<file path="config.mk">
export PLATFORM = sky130hd
export DESIGN_NAME = if_fetch_unit_flat
export DESIGN_NICKNAME = d
export VERILOG_FILES = /design/src/rtl/if_fetch_unit_if.sv /design/src/rtl/if_fetch_unit.sv /design/src/flat_wrapper.sv
export SDC_FILE = /design/constraint.sdc
export NUM_CORES = 1
export LEC_CHECK = 0
export CORE_AREA = 2 2 130 132
export CTS_CLUSTER_SIZE = 20
export DETAILED_ROUTE_END_ITERATION = 10
export DIE_AREA = 0 0 132 134
export PLACE_DENSITY = 0.85
export SLEW_MARGIN = 0
export SYNTH_ARGS = -nofsm -noshare
export SYNTH_HDL_FRONTEND = slang
export SYNTH_SLANG_ARGS = --single-unit
</file>
<file path="constraint.sdc">
create_clock -name clk -period 5.3 [get_ports clk]
set_input_delay 0.53 -clock clk [delete_from_list [all_inputs] [get_ports clk]]
set_output_delay 0.53 -clock clk [all_outputs]
set_load 0.005 [all_outputs]
</file>
<file path="src/rtl/if_fetch_unit_if.sv">
// Instruction-memory request/response channel between the fetch stage and imem.
// One outstanding request; the response is a single-cycle strobe.
interface if_fetch_unit_if;
    logic        imem_req_valid;
    logic        imem_req_ready;
    logic [31:0] imem_req_addr;
    logic        imem_resp_valid;
    logic [31:0] imem_resp_data;

    modport master (
        output imem_req_valid,
        output imem_req_addr,
        input  imem_req_ready,
        input  imem_resp_valid,
        input  imem_resp_data
    );

    modport slave (
        input  imem_req_valid,
        input  imem_req_addr,
        output imem_req_ready,
        output imem_resp_valid,
        output imem_resp_data
    );
endinterface

</file>
<file path="src/rtl/if_fetch_unit.sv">
// Instruction-fetch stage: owns the PC, issues one imem request at a time, feeds IF/ID
// through a 1-entry skid buffer and squashes in-flight fetches made stale by a redirect.
module if_fetch_unit #(
    parameter logic [31:0] RESET_PC  = 32'h0000_0000,
    parameter logic [31:0] NOP_INSTR = 32'h0000_0000
) (
    input  logic               clk,
    input  logic               rst,
    input  logic               redirect_valid,
    input  logic [31:0]        redirect_pc,
    input  logic               ifid_flush,
    input  logic               stall_if,
    if_fetch_unit_if.master    imem,
    output logic               if_id_valid,
    output logic [31:0]        if_id_instr,
    output logic [31:0]        if_id_pc4,
    output logic [31:0]        pc_if
);

    typedef enum logic [1:0] {
        ST_REQ    = 2'd0,
        ST_WAIT   = 2'd1,
        ST_SQUASH = 2'd2
    } state_t;

    state_t      state, state_n;
    logic [31:0] pc, pc_n;
    logic [31:0] pc_plus4;
    logic        skid_valid, skid_valid_n;
    logic [31:0] skid_data, skid_data_n;
    logic [31:0] skid_pc4, skid_pc4_n;
    logic        ifid_valid_n;
    logic [31:0] ifid_instr_n;
    logic [31:0] ifid_pc4_n;
    logic        req_fire;
    logic        resp_take;

    assign pc_plus4            = pc + 32'd4;
    assign imem.imem_req_valid = (state == ST_REQ) && !skid_valid && !redirect_valid;
    assign imem.imem_req_addr  = pc;
    assign pc_if               = pc;
    assign req_fire            = imem.imem_req_valid && imem.imem_req_ready;
    // Only an unsquashed response in WAIT, with no redirect or flush, reaches IF/ID.
    assign resp_take           = (state == ST_WAIT) && imem.imem_resp_valid
                                 && !redirect_valid && !ifid_flush;

    // Next-state, PC, skid and IF/ID update.
    always_comb begin
        state_n      = state;
        pc_n         = pc;
        skid_valid_n = skid_valid;
        skid_data_n  = skid_data;
        skid_pc4_n   = skid_pc4;
        ifid_valid_n = if_id_valid;
        ifid_instr_n = if_id_instr;
        ifid_pc4_n   = if_id_pc4;

        case (state)
            ST_REQ: begin
                if (req_fire) state_n = ST_WAIT;
            end
            ST_WAIT: begin
                if (imem.imem_resp_valid)  state_n = ST_REQ;
                else if (redirect_valid)   state_n = ST_SQUASH;
            end
            ST_SQUASH: begin
                // The stale response is swallowed here, even if another redirect lands with it.
                if (imem.imem_resp_valid) state_n = ST_REQ;
            end
            default: state_n = ST_REQ;
        endcase

        if (redirect_valid) begin
            pc_n         = redirect_pc;
            ifid_valid_n = 1'b0;
            ifid_instr_n = NOP_INSTR;
            skid_valid_n = 1'b0;
        end else if (ifid_flush) begin
            ifid_valid_n = 1'b0;
            ifid_instr_n = NOP_INSTR;
            skid_valid_n = 1'b0;
        end else begin
            if (resp_take) pc_n = pc_plus4;

            if (stall_if) begin
                if (resp_take) begin
                    skid_valid_n = 1'b1;
                    skid_data_n  = imem.imem_resp_data;
                    skid_pc4_n   = pc_plus4;
                end
            end else if (skid_valid) begin
                ifid_valid_n = 1'b1;
                ifid_instr_n = skid_data;
                ifid_pc4_n   = skid_pc4;
                skid_valid_n = 1'b0;
            end else if (resp_take) begin
                ifid_valid_n = 1'b1;
                ifid_instr_n = imem.imem_resp_data;
                ifid_pc4_n   = pc_plus4;
            end else begin
                ifid_valid_n = 1'b0;
                ifid_instr_n = NOP_INSTR;
            end
        end
    end

    always_ff @(posedge clk or posedge rst) begin
        if (rst) begin
            state       <= ST_REQ;
            pc          <= RESET_PC;
            skid_valid  <= 1'b0;
            skid_data   <= 32'h0;
            skid_pc4    <= 32'h0;
            if_id_valid <= 1'b0;
            if_id_instr <= NOP_INSTR;
            if_id_pc4   <= 32'h0;
        end else begin
            state       <= state_n;
            pc          <= pc_n;
            skid_valid  <= skid_valid_n;
            skid_data   <= skid_data_n;
            skid_pc4    <= skid_pc4_n;
            if_id_valid <= ifid_valid_n;
            if_id_instr <= ifid_instr_n;
            if_id_pc4   <= ifid_pc4_n;
        end
    end

endmodule

</file>
<file path="src/flat_wrapper.sv">
// flat-port wrapper written by rule: the top's interface ports become plain ports
module if_fetch_unit_flat 
#(
    parameter logic [31:0] RESET_PC  = 32'h0000_0000,
    parameter logic [31:0] NOP_INSTR = 32'h0000_0000
)
  (clk, rst, redirect_valid, redirect_pc, ifid_flush, stall_if, if_id_valid, if_id_instr, if_id_pc4, pc_if, imem_imem_req_valid, imem_imem_req_addr, imem_imem_req_ready, imem_imem_resp_valid, imem_imem_resp_data);
  if_fetch_unit_if imem_i ();
  input  logic clk;
  input  logic rst;
  input  logic redirect_valid;
  input  logic [31:0] redirect_pc;
  input  logic ifid_flush;
  input  logic stall_if;
  output logic if_id_valid;
  output logic [31:0] if_id_instr;
  output logic [31:0] if_id_pc4;
  output logic [31:0] pc_if;
  output wire logic [$bits(imem_i.imem_req_valid)-1:0] imem_imem_req_valid;
  output wire logic [$bits(imem_i.imem_req_addr)-1:0] imem_imem_req_addr;
  input wire logic [$bits(imem_i.imem_req_ready)-1:0] imem_imem_req_ready;
  input wire logic [$bits(imem_i.imem_resp_valid)-1:0] imem_imem_resp_valid;
  input wire logic [$bits(imem_i.imem_resp_data)-1:0] imem_imem_resp_data;
  assign imem_imem_req_valid = imem_i.imem_req_valid;
  assign imem_imem_req_addr = imem_i.imem_req_addr;
  assign imem_i.imem_req_ready = imem_imem_req_ready;
  assign imem_i.imem_resp_valid = imem_imem_resp_valid;
  assign imem_i.imem_resp_data = imem_imem_resp_data;
  if_fetch_unit #(.RESET_PC(RESET_PC), .NOP_INSTR(NOP_INSTR)) u_core (.clk(clk), .rst(rst), .redirect_valid(redirect_valid), .redirect_pc(redirect_pc), .ifid_flush(ifid_flush), .stall_if(stall_if), .imem(imem_i), .if_id_valid(if_id_valid), .if_id_instr(if_id_instr), .if_id_pc4(if_id_pc4), .pc_if(pc_if));
endmodule
</file>
==> reports/metrics.yaml <==
status:
  status: "finished clean"
final_layout:
  fin_nets: 1094
  regArea_mm2: 0.00411
  drive_gt1_frac: 0.0647
  fin_area_mm2: 0.0105
  n_antenna_cell: 0
  fill_cells: 1318
  multi_input_area_mm2: 0.00343
  utilization: 0.645
  syn_to_final_growth_pct: 30.3
hold_path:
  hold_path.class: "flop to flop"
  worst_hold_path.num_cells: 2
sta:
  fin_crit_sh: 0.557
  fin_skew_ns: 0.00877
  layout_min_cycle_time_ns: 2.95
  final_hold_viol_count: 0
  grt_setup_unrepaired: "false"
  slew_headroom: 0.181
  setup-violations-final: 0
  max_freq_ghz: 0.339
  timing.final.ws_setup_ns: 2.35
  tns_ns: 0
  drv_slew: 0
  worst_pin_slew_ns: 1.22
power_and_ir_drop:
  p_leak_nw: 4.43
  p_sw_frac: 0.265
  p_switching_mw: 0.908
  comb_power_share: 0.176
  total_power_mw: 3.42
  power_frac_clock: 0.355
  p_int_mw: 2.51
  seq_power_share: 0.469
  powerDensity_mw_per_mm2: 326
  peakVddDrop_mv: 0.236
floorplanning:
  dieArea_mm2: 0.0177
  coreArea_mm2: 0.0163
  dieHeight_um: 134
  ios: 201
  dieWidth_um: 132
  start_util: 0.495
  row_count: 47
setup_path:
  r2r_cells: 6
  critPathMaxStageDelay_ns: 0.77
  arrival_ns: 3.25
  start_kind: "flop"
  path_class: "flop to flop"
  crit_chain: "ha_1 -> nand2_1 -> or4_1 -> nor3_2 -> mux2i_1 -> nand3_1"
  endpoint_kind: "flop"
  slowest_stage: "or4_1"
  cp.required_ns: 5.59
  crit_fanout: 10
synthesis:
  syn-num-nets: 968
  muxShareOfSynthArea: 0.0158
  netlist_area_mm2: 0.00806
  synth_cell_type_count: 52
  ys_top_cells_by_count: "232 x nand2_1, 164 x dfrtp_1, 86 x o21ai_0"
  synth-adder-area-share: 0.00155
  ys.flop_type: "dfrtp_1"
  synthSimpleGateAreaFrac: 0.210
  yosysMostFrequentCell: "nand2_1"
  synthArstFlopShare: 1.00
  synth_top_area_frac: 0.509
  syn_avg_cell_area_um2: 9.00
  synth_area_leaders: "dfrtp_1 51%, nand2_1 11%, o21ai_0 5.3%"
  ys_ff_latch: 164
  synth-edff-count: 0
  synth_top_family_by_area: "simple AND/OR/NAND/NOR gates"
  syn_inst: 896
  synth_warnings: 0
  synth_area_leader_cell: "dfrtp_1"
  synth_compound_area_frac: 0.166
  synth_seq_area_share: 0.509
  synth_xor_area_frac: 0.0282
cts:
  clock_path_buffers: 2
  cts_root_buffer: "clkbuf_16"
  cts_resized: 0
  clock_latency_ns: 0.42
  cts.sinks: 164
  path_clk_slew_ns: 0.06
  post_cts.repair.setup_buffers: 0
  cts_hold_buf: 0
  cts_buffers: 17
  htreeDepth: 4
  cts_tree: "yes"
global_routing:
  grt_max_degree: 74
  grt_pass1_wl_um: 35600
  grt_pass1_vias: 6659
  grt-ovfl-total: 0
  grt_antenna_before_repair: 0
  track_usage: 0.254
route:
  drc: 0
  wirelength_um: 22600
  drt_first_pass_iters: 5
  wl_per_cell_um: 18.0
  via_per_inst: 5.72
  drt_iter0_drc: 486
  route.vias.total: 7178
  antenna_left: 0
placed_design:
  placed_area_mm2: 0.00992
  portBuffers: 200
  place_ws_ns: 2.19
  globalplace.congestion: 0.882
  post-dp-hpwl_um: 15100
run:
  cap_violations: 0
[area by class of cell]
| type | count | share of cell area |
|---|---|---|
| Sequential cell | 164 | 0.391 |
| Multi-Input combinational cell | 620 | 0.327 |
| Timing Repair Buffer | 210 | 0.197 |
| Clock buffer | 22 | 0.0451 |
| Tap cell | 220 | 0.0262 |
| Clock inverter | 10 | 0.0100 |
| Inverter | 9 | 0.00369 |
[worst max-delay path, delay by kind of cell, from the launching register on]
kind	cells	cell delay (ns)
flip-flops	1	0.61
adder cells (fa/ha/maj)	1	0.45
AND/OR/NAND/NOR	4	1.52
multiplexers	1	0.24
[sequential cells by signal (all words and copies together), names as in the netlist]
register / cells
u_core.imem.imem_req_addr: 32
u_core.state: 2
u_core.if_id_instr: 32
u_core.skid_valid: 1
u_core.if_id_pc4: 32
u_core.skid_pc4: 32
u_core.skid_data: 32
u_core.if_id_valid: 1
[placed cells by master, fill, tap and decap left out, drive strengths merged, types with 8 or more instances in the layout]
cell,instances
xor2,10
a22oi,9
xnor2,16
nor2,29
nor4,8
clkbuf,22
nor3,29
a22o,33
inv,9
buf,11
nand2,232
nand3,17
clkdlybuf4s50,199
dfrtp,164
and3,10
o21ai,90
a21oi,41
[logic make-up (layout without fill, tap and decap cells)]
kind of cell,Yosys count,after routing
xor+xnor,26,26
flops,164,164
mux,12,12
compound gates,213,213
simple gates,368,368
fa+ha+maj,1,1
buf+inv,112,251
[per-layer routing]
layer  share of wire  vias to the layer above  track usage
met1            0.42                     3464        0.340
met3           0.084                       47       0.0499
met4           0.027                        0        0.101
met2            0.47                      351        0.410
li1                -                     3316            -
met5               0                        -            0
[through the flow]
stage	cells	hold slack, ns
finish	1255	0.476
global route	1255	0.493
CTS	1255	0.477
detailed placement	1223	0.462
global placement	1223	0.454
floorplan	896	0.441
[worst paths after layout]
check | endpoint | slack (ns) | start
worst max-delay path | u_core.if_id_pc4[22] | 2.35 | u_core.imem.imem_req_addr[2]
worst min-delay path | u_core.skid_data[31] | 0.48 | u_core.skid_data[31]
worst max register to register | u_core.if_id_pc4[22] | 2.35 | u_core.imem.imem_req_addr[2]
worst min register to register | u_core.skid_data[31] | 0.48 | u_core.skid_data[31]
max in group asynchronous | u_core.imem.imem_req_addr[2] | 3.61 | rst
min in group asynchronous | u_core.if_id_instr[25] | 0.59 | rst
[power by group through the flow]
stage / clock [mW] / sequential, mW / combinational (mW)
2_1_floorplan: 0 / 1.58 / 0.299
3_3_place_gp: 0 / 1.61 / 0.589
3_5_place_dp: 0 / 1.62 / 0.604
4_1_cts: 1.22 / 1.60 / 0.610
5_1_grt: 1.27 / 1.63 / 0.662
6_report: 1.21 / 1.60 / 0.603
Note: power is estimated with default switching activity, not from simulation.
